`config.mk`:
```
export PLATFORM = sky130hd
export DESIGN_NAME = pattern_streamer
export DESIGN_NICKNAME = d
export VERILOG_FILES = /design/src/rtl/pattern_streamer.sv
export SDC_FILE = /design/constraint.sdc
export NUM_CORES = 1
export LEC_CHECK = 0
export ABC_CLOCK_PERIOD_IN_PS = 2000
export BUFFER_PORTS_ARGS = -buffer_cell sky130_fd_sc_hd__buf_2
export CELL_PAD_IN_SITES_DETAIL_PLACEMENT = 1
export CELL_PAD_IN_SITES_GLOBAL_PLACEMENT = 1
export CORE_UTILIZATION = 47
export CTS_CLUSTER_DIAMETER = 50
export DETAILED_ROUTE_END_ITERATION = 10
export GPL_ROUTABILITY_DRIVEN = 1
export PLACE_DENSITY = 0.78
export SLEW_MARGIN = 20
export SYNTH_ARGS = -nofsm -noshare
export SYNTH_HDL_FRONTEND = slang
export SYNTH_SLANG_ARGS = --single-unit
```
`constraint.sdc`:
```
create_clock -name clk -period 2 [get_ports clk]
set_input_delay 0.1 -clock clk [delete_from_list [all_inputs] [get_ports clk]]
set_output_delay 0.1 -clock clk [all_outputs]
set_load 0.02 [all_outputs]
```
`src/rtl/pattern_streamer.sv`:
```
// Pattern generator: steps through a writable pattern memory at a programmable
// rate and streams each word, with a fixed prefix, as a byte on a valid/ready port.
module pattern_streamer #(
  parameter int         DataWidth = 4,
  parameter int         AddrWidth = 6,
  parameter int         DivWidth  = 14,
  parameter logic [7:0] Prefix    = 8'h40
) (
  input  logic                 clk,
  input  logic                 rst_n,
  input  logic                 enable,
  input  logic [1:0]           mode,
  input  logic                 restart,
  input  logic [DivWidth-1:0]  rate_div,
  input  logic                 wr_en,
  input  logic [AddrWidth-1:0] wr_addr,
  input  logic [DataWidth-1:0] wr_data,
  output logic [7:0]           tx_data,
  output logic                 tx_valid,
  input  logic                 tx_ready,
  output logic [DataWidth-1:0] pattern_out,
  output logic [AddrWidth-1:0] addr_out,
  output logic                 done,
  output logic                 overrun
);

  localparam int Depth = 2 ** AddrWidth;
  localparam logic [AddrWidth-1:0] LastAddr = {AddrWidth{1'b1}};

  typedef enum logic [1:0] {
    ModeOneShot  = 2'b00,
    ModeLoop     = 2'b01,
    ModePingPong = 2'b10,
    ModeHold     = 2'b11
  } mode_e;

  typedef enum logic {
    StRun,
    StDone
  } state_e;

  logic [DataWidth-1:0] mem [Depth];

  state_e               state_q, state_d;
  logic [DivWidth-1:0]  div_q, div_d;
  logic                 dir_down_q, dir_down_d;
  logic [AddrWidth-1:0] addr_d;
  logic [7:0]           tx_data_d;
  logic                 tx_valid_d;
  logic [DataWidth-1:0] pattern_d;
  logic                 overrun_d;

  logic                 tick;
  logic                 slot_free;
  logic                 step;
  logic                 drop;
  logic [DataWidth-1:0] rd_word;
  logic [7:0]           tx_byte;
  mode_e                mode_cur;

  // NOTE: the pattern memory has no reset; it is write-before-use storage, and
  // leaving it out of the reset domain lets it map onto plain RAM.
  always_ff @(posedge clk) begin
    if (wr_en) begin
      mem[wr_addr] <= wr_data;
    end
  end

  // Combinational read of the registered array gives read-first behaviour on
  // a same-cycle write to the address being stepped.
  assign rd_word  = mem[addr_out];
  assign mode_cur = mode_e'(mode);

  always_comb begin
    tx_byte                = Prefix;
    tx_byte[DataWidth-1:0] = rd_word;
  end

  assign tick      = enable && (div_q == rate_div);
  assign slot_free = !tx_valid || tx_ready;
  assign step      = tick && (state_q == StRun) && slot_free && !restart;
  assign drop      = tick && (state_q == StRun) && !slot_free && !restart;
  assign done      = (state_q == StDone);

  // NOTE: every signal written here gets a default first, so no path through
  // the block leaves one unassigned and no latch can be inferred.
  always_comb begin
    state_d    = state_q;
    div_d      = div_q;
    dir_down_d = dir_down_q;
    addr_d     = addr_out;
    tx_data_d  = tx_data;
    tx_valid_d = tx_valid && !tx_ready;
    pattern_d  = pattern_out;
    overrun_d  = overrun || drop;

    // Reload only on an exact match, so a count already past a lowered
    // rate_div runs on to all-ones and wraps naturally.
    if (enable) begin
      div_d = tick ? '0 : div_q + DivWidth'(1);
    end

    if (step) begin
      tx_valid_d = 1'b1;
      tx_data_d  = tx_byte;
      pattern_d  = rd_word;
      unique case (mode_cur)
        ModeOneShot: begin
          if (addr_out == LastAddr) begin
            state_d = StDone;
          end else begin
            addr_d = addr_out + AddrWidth'(1);
          end
        end
        ModeLoop: addr_d = addr_out + AddrWidth'(1);
        ModePingPong: begin
          if (!dir_down_q) begin
            if (addr_out == LastAddr) begin
              addr_d     = addr_out - AddrWidth'(1);
              dir_down_d = 1'b1;
            end else begin
              addr_d = addr_out + AddrWidth'(1);
            end
          end else begin
            if (addr_out == '0) begin
              addr_d     = addr_out + AddrWidth'(1);
              dir_down_d = 1'b0;
            end else begin
              addr_d = addr_out - AddrWidth'(1);
            end
          end
        end
        ModeHold: addr_d = addr_out;
        default:  addr_d = addr_out;
      endcase
    end

    if (mode_cur != ModePingPong) begin
      dir_down_d = 1'b0;
    end

    // A pending byte is left in place so its handshake can still complete.
    if (restart) begin
      state_d    = StRun;
      div_d      = '0;
      dir_down_d = 1'b0;
      addr_d     = '0;
      overrun_d  = 1'b0;
    end
  end

  // NOTE: state registers use non-blocking assignments so every register
  // samples the pre-edge values, independent of statement order.
  always_ff @(posedge clk or negedge rst_n) begin
    if (!rst_n) begin
      state_q     <= StRun;
      div_q       <= '0;
      dir_down_q  <= 1'b0;
      addr_out    <= '0;
      tx_data     <= '0;
      tx_valid    <= 1'b0;
      pattern_out <= '0;
      overrun     <= 1'b0;
    end else begin
      state_q     <= state_d;
      div_q       <= div_d;
      dir_down_q  <= dir_down_d;
      addr_out    <= addr_d;
      tx_data     <= tx_data_d;
      tx_valid    <= tx_valid_d;
      pattern_out <= pattern_d;
      overrun     <= overrun_d;
    end
  end

endmodule

```
# Word-level counts from Yosys, hierarchy flattened

Memory sizes are Yosys's and may differ from the RTL's.
Index checks and enable logic that the tools add are counted.
W data, S select, Z words.

ROM bits: 0
Memory bits (writable): 256
Memories: 1
Input port bits: 32
Flip-flop bits (word level): 33
Word-level logic and storage cells: 70
Latch bits: 0
Output and inout port bits: 21

Div/mod/pow operators: 0
$lt $le $gt $ge: 0
Bitwise logic cells: 1
Mux-type cells: 25
Add/sub/neg operators: 3
$mul: 0
Shift operators: 0
Reductions and logical operators: 24
Equal/unequal tests: 8

Memory list:

| memory | words | bits a word | read ports | clocked after memory_dff | wr ports | line | source |
|---|---|---|---|---|---|---|---|
| mem    | 64    | 4           | 1          | 0                        | 1        | 42   | `logic [DataWidth-1:0] mem [Depth];` |

Operators with widths:

| kind                    | number |
|---|---|
| $mux W14                | 3 |
| $mux W6                 | 6 |
| $pmux W6 S3             | 1 |
| $mux W1                 | 15 |
| $add A14 B1 Y14 const B | 1 |
| $eq A14 B14 Y1          | 1 |
| $reduce_bool A2 Y1      | 4 |
| $logic_and A1 B1 Y1     | 7 |
| $add A6 B1 Y6 const B   | 1 |
| $eq A6 B6 Y1 const B    | 1 |
| $logic_not A6 Y1        | 1 |
| $reduce_and A3 Y1       | 2 |
| $reduce_bool A3 Y1      | 2 |
| $sub A6 B1 Y6 const B   | 1 |
| $eq A2 B2 Y1 const B    | 2 |
| $logic_not A1 Y1        | 4 |
| $ne A2 B2 Y1 const B    | 2 |
| $ne A3 B3 Y1 const B    | 1 |
| $eq A2 B1 Y1 const B    | 1 |
| $logic_not A2 Y1        | 1 |
| $logic_or A1 B1 Y1      | 2 |
| $reduce_and A2 Y1       | 1 |
| $not A1 Y1              | 1 |

# Longest topological paths before layout

Depth in word-level cells: 8
Gate-level depth with buffers: 10
Mapped depth without buffers: 7

# Least setup slack after synthesis

OpenSTA, ideal clock, no wires.

Path type: flip-flop to flip-flop
Start: register addr_out[1]
End: register addr_out[2]
Arrival time: 2283 ps
Setup time: 66 ps
Period minus slack after synthesis: 2349 ps
Buffers on the path: 3
Cell stages (with the launch flop): 11
Setup slack: -349 ps
Required time: 1934 ps
Path through: dfrtp_1 -> buf_6 -> buf_4 -> buf_2 -> inv_1 -> ha_1 -> and4_1 -> nor3_4 -> mux2i_1 -> or4_1 -> nand2_1

Longest elaborated chain between the ends: 6
Elaborated cells on any way between the ends: 13
Those cells by class: 2 x add/sub; 2 x eq/ne; 7 x mux; 2 x reduce/logical

Ends and longest elaborated chain:

| element                                     | line     | source |
|---|---|---|
| start: declaration                          | 22       | `output logic [AddrWidth-1:0] addr_out,` |
| start signal: assignment                    | 168      | `addr_out <= addr_d;` |
| $add A6 B1 Y6, or another cell as far along | -        |  |
| $mux W6, on equally long branches           | 118, 125 |  |
| $mux W6                                     | 117      | `if (!dir_down_q) begin` |
| $pmux W6 S3                                 | 107      | `unique case (mode_cur)` |
| $mux W6                                     | 103      | `if (step) begin` |
| $mux W6                                     | 143      | `if (restart) begin` |

Several ways; a longest one is shown, not always the timed one. The select of a mux whose other input is x is not followed.
A chain may end at the register's enable or synchronous reset.

# Final worst setup path

Start: register addr_out[1]
End: register tx_data[3]

Longest elaborated chain between the ends: 1

Ends and longest elaborated chain:

| element                | line | source |
|---|---|---|
| $mem_v2 Z64 W4         | -    |  |
| end signal: assignment | 169  | `tx_data <= tx_data_d;` |
| end: declaration       | 18   | `output logic [7:0] tx_data,` |

Every way passes these cells.

==> impl_metrics.env <==
export IMPL_yosysTopAreaCellShare_pct=63.4
export IMPL_cts_tree="built"
export IMPL_insertion_delay_ns=0.57
export IMPL_path_cells="buf_6 -> buf_12 -> buf_12 -> mux4_2 -> mux2i_1 -> o221ai_1 -> nand3_1 -> o41ai_2 -> mux2_4"
export IMPL_synth_top_cell_by_area="edfxtp_1"
export IMPL_p_int_mw=9.99
export IMPL_cts_buffers=31
export IMPL_ys_seq_area_share_pct=69.4
export IMPL_fin_crit_sh_pct=114
export IMPL_die_area_um2=26400
export IMPL_start_util_pct=48.0
export IMPL_crit_fanout=8
export IMPL_overflow=0
export IMPL_pwr_share_seq_pct=52.0
export IMPL_vias=7456
export IMPL_path_buf_inv=3
export IMPL_grt_pass1_vias=8073
export IMPL_cap_violations=0
export IMPL_path_clk_slew_ns=0.06
export IMPL_synth_distinct_cells=67
export IMPL_synthCells=744
export IMPL_die_y_um=163
export IMPL_combinationalPowerShare_pct=2.7
export IMPL_whs_ns=0.0458
export IMPL_via_per_inst=5.97
export IMPL_grt_pass1_wl_um=49800
export IMPL_drive_above_1_share_pct=34.2
export IMPL_drt_first_pass_iters=5
export IMPL_fin_nets=932
export IMPL_hold_viol_final=0
export IMPL_core_area_um2=25300
export IMPL_antenna_cells=0
export IMPL_cts_root_buf="clkbuf_16"
export IMPL_mostFrequentLayoutCells="edfxtp_1 (256), nor2_1 (96), buf_4 (88)"
export IMPL_cp_top_family="multiplexers"
export IMPL_synthesis_area_um2=12100
export IMPL_max_freq_mhz=440
export IMPL_vdd_ir_drop_max_mv=0.730
export IMPL_worstMarginPinSlew_ns=0.769
export IMPL_drtIter0Drc=743
export IMPL_track_usage_pct=26.0
export IMPL_synth_avg_cell_area_um2=16.3
export IMPL_cts_sinks=285
export IMPL_yosysWarningCount=0
export IMPL_pin_count=53
export IMPL_area_growth_pct=22.1
export IMPL_crit_top_cell="buf_12"
export IMPL_synth_area_leaders="edfxtp_1 (63%), mux4_2 (9.3%), dfrtp_1 (6.0%), nor2_1 (3.1%), mux2i_1 (2.6%)"
export IMPL_ys_ff_latch=285
export IMPL_wire_per_inst_um=27.0
export IMPL_fin_cells=1248
export IMPL_violations="setup timing"
export IMPL_critPathKind="register to register"
export IMPL_grt_antenna_before_repair=0
export IMPL_switching_share_pct=20.7
export IMPL_synth_edff_count=256
export IMPL_crit_slowest_cell="dfrtp_4"
export IMPL_die_w_um=163
export IMPL_finalSetupViolations=10
export IMPL_ys_flop_type="edfxtp_1"
export IMPL_outcome="complete, but fails checks"
export IMPL_rows=58
export IMPL_rsz0062_at_grt="true"
export IMPL_slew_headroom_pct=48.3
export IMPL_htreeDepth=1
export IMPL_ant_nets=0
export IMPL_worstHoldPathType="primary input to register"
export IMPL_layout_commonest_cell="edfxtp_1"
export IMPL_drc=0
export IMPL_period_minus_slack_ns=2.27
export IMPL_hpwl_um=21700
export IMPL_ys_async_sr_fraction_pct=10.2
export IMPL_io_buffers=49
export IMPL_place_gp_congestion=0.889
export IMPL_p_clk_share_pct=45.3
export IMPL_grt_max_degree=65
export IMPL_setup_ws_ns=-0.270
export IMPL_p_per_area_nw_per_um2=851
export IMPL_worstPathArrival_ns=2.72
export IMPL_worst_setup_path_start_kind="register"
export IMPL_dp_cells=1162
export IMPL_nFillCells=2321
export IMPL_crit_path_max_incr_delay_ns=0.51
export IMPL_wirelength_um=33700
export IMPL_endpoint_kind="register"
export IMPL_skew_ns=0.0234
export IMPL_power_leakage_nw=5.14
export IMPL_clk_path_buf_depth=3
export IMPL_drv_slew=0
export IMPL_critPathRequiredTime_ns=2.45
export IMPL_power_switching_mw=2.60
==> worst paths after layout <==
kind,from,to,slack (ns),depth (start not counted)
setup / recovery,addr_out[1],tx_data[3],-0.27,9
hold / removal,wr_addr[2],mem[53][2],0.05,3
setup reg to reg,addr_out[1],tx_data[3],-0.27,9
hold reg to reg,tx_data[6],tx_data[6],0.50,1
max in group asynchronous,rst_n,addr_out[1],1.31,2
min in group asynchronous,rst_n,div_q[7],0.13,2
==> per-layer routing <==
metal,routed length [um],GRT usage (%),up-vias
li1,-,-,3190
met1,13100,32.5,3902
met2,17300,45.1,288
met3,2090,4.51,76
met4,1130,10.5,0
met5,0,0,-
==> metrics by stage <==
step	util (%)	TNS, ns	instance area, um2	total power, mW	setup slack, ns
5_1_grt	58.6	-2.63	14800	12.9	-0.299
4_1_cts	57.7	-1.90	14600	12.6	-0.253
3_5_place_dp	52.6	-3.33	13300	6.98	-0.336
2_1_floorplan	-	-0.443	12200	6.78	-0.119
3_3_place_gp	52.6	-1.77	13300	6.95	-0.338
6_report	58.6	-2.01	14800	12.6	-0.270
==> sequential cells by signal, summed over array words and instances, names as in the netlist <==
signal and flops:
addr_out 6, dir_down_q 1, div_q 14, done 1, mem 256, overrun 1, pattern_out 3, tx_data 2
tx_valid 1
==> cell type report <==
type | instances | area, um2 | share of cell area (%)
Timing Repair Buffer | 159 | 1270 | 8.57
Clock inverter | 19 | 219 | 1.48
Multi-Input combinational cell | 412 | 3660 | 24.7
Sequential cell | 285 | 8420 | 56.9
Inverter | 7 | 28.8 | 0.194
Tap cell | 330 | 413 | 2.79
Clock buffer | 36 | 795 | 5.37
==> what timing repair did <==
item                                    in CTS  in global routing
endpoints found under the setup margin      24                 23
hold buffers                                 3                  0
endpoints found under the hold margin       41                  0
buffers inserted                            15                 12
resized for setup                           29                 26
cloned                                       0                  1
pin swaps                                    3                 16
==> cell usage after synthesis (all sizes together) (6+ instances only) <==
cell    number
nor2        99
nand4        9
a21oi       11
mux4        53
xor2        22
mux2i       31
nor3         8
dfrtp       29
a22oi        8
o21ai        8
nand3       25
nand2       39
mux2         7
edfxtp     256
nor2b        9
clkbuf      16
and3         6
buf         26
inv          6
==> worst min-delay path: cells and delay by family <==
family	cells	cell delay (ns)
buf+inv	1	0.15
simple gates	2	0.18
==> kinds of logic (layout without fill, tap and decap cells) <==
| kind of cell | Yosys count | after routing | share of synthesized area (%) |
|---|---|---|---|
| compound gates | 55 | 55 | 3.21 |
| xor+xnor | 27 | 27 | 1.95 |
| fa+ha+maj | 4 | 4 | 0.413 |
| buf+inv | 49 | 221 | 2.19 |
| flops | 285 | 285 | 69.4 |
| mux | 91 | 91 | 13.2 |
| other cells | 1 | 3 | 0.0309 |
| simple gates | 232 | 232 | 9.61 |
==> power by group through the flow <==
stage / combinational, mW / sequential [mW] / clock [mW]
floorplan: 0.112 / 6.66 / 0
global placement: 0.288 / 6.67 / 0
detailed placement: 0.310 / 6.67 / 0
CTS: 0.322 / 6.55 / 5.76
global route: 0.362 / 6.55 / 5.95
finish: 0.340 / 6.55 / 5.71
No activity file was read; power rests on OpenSTA's default activity.
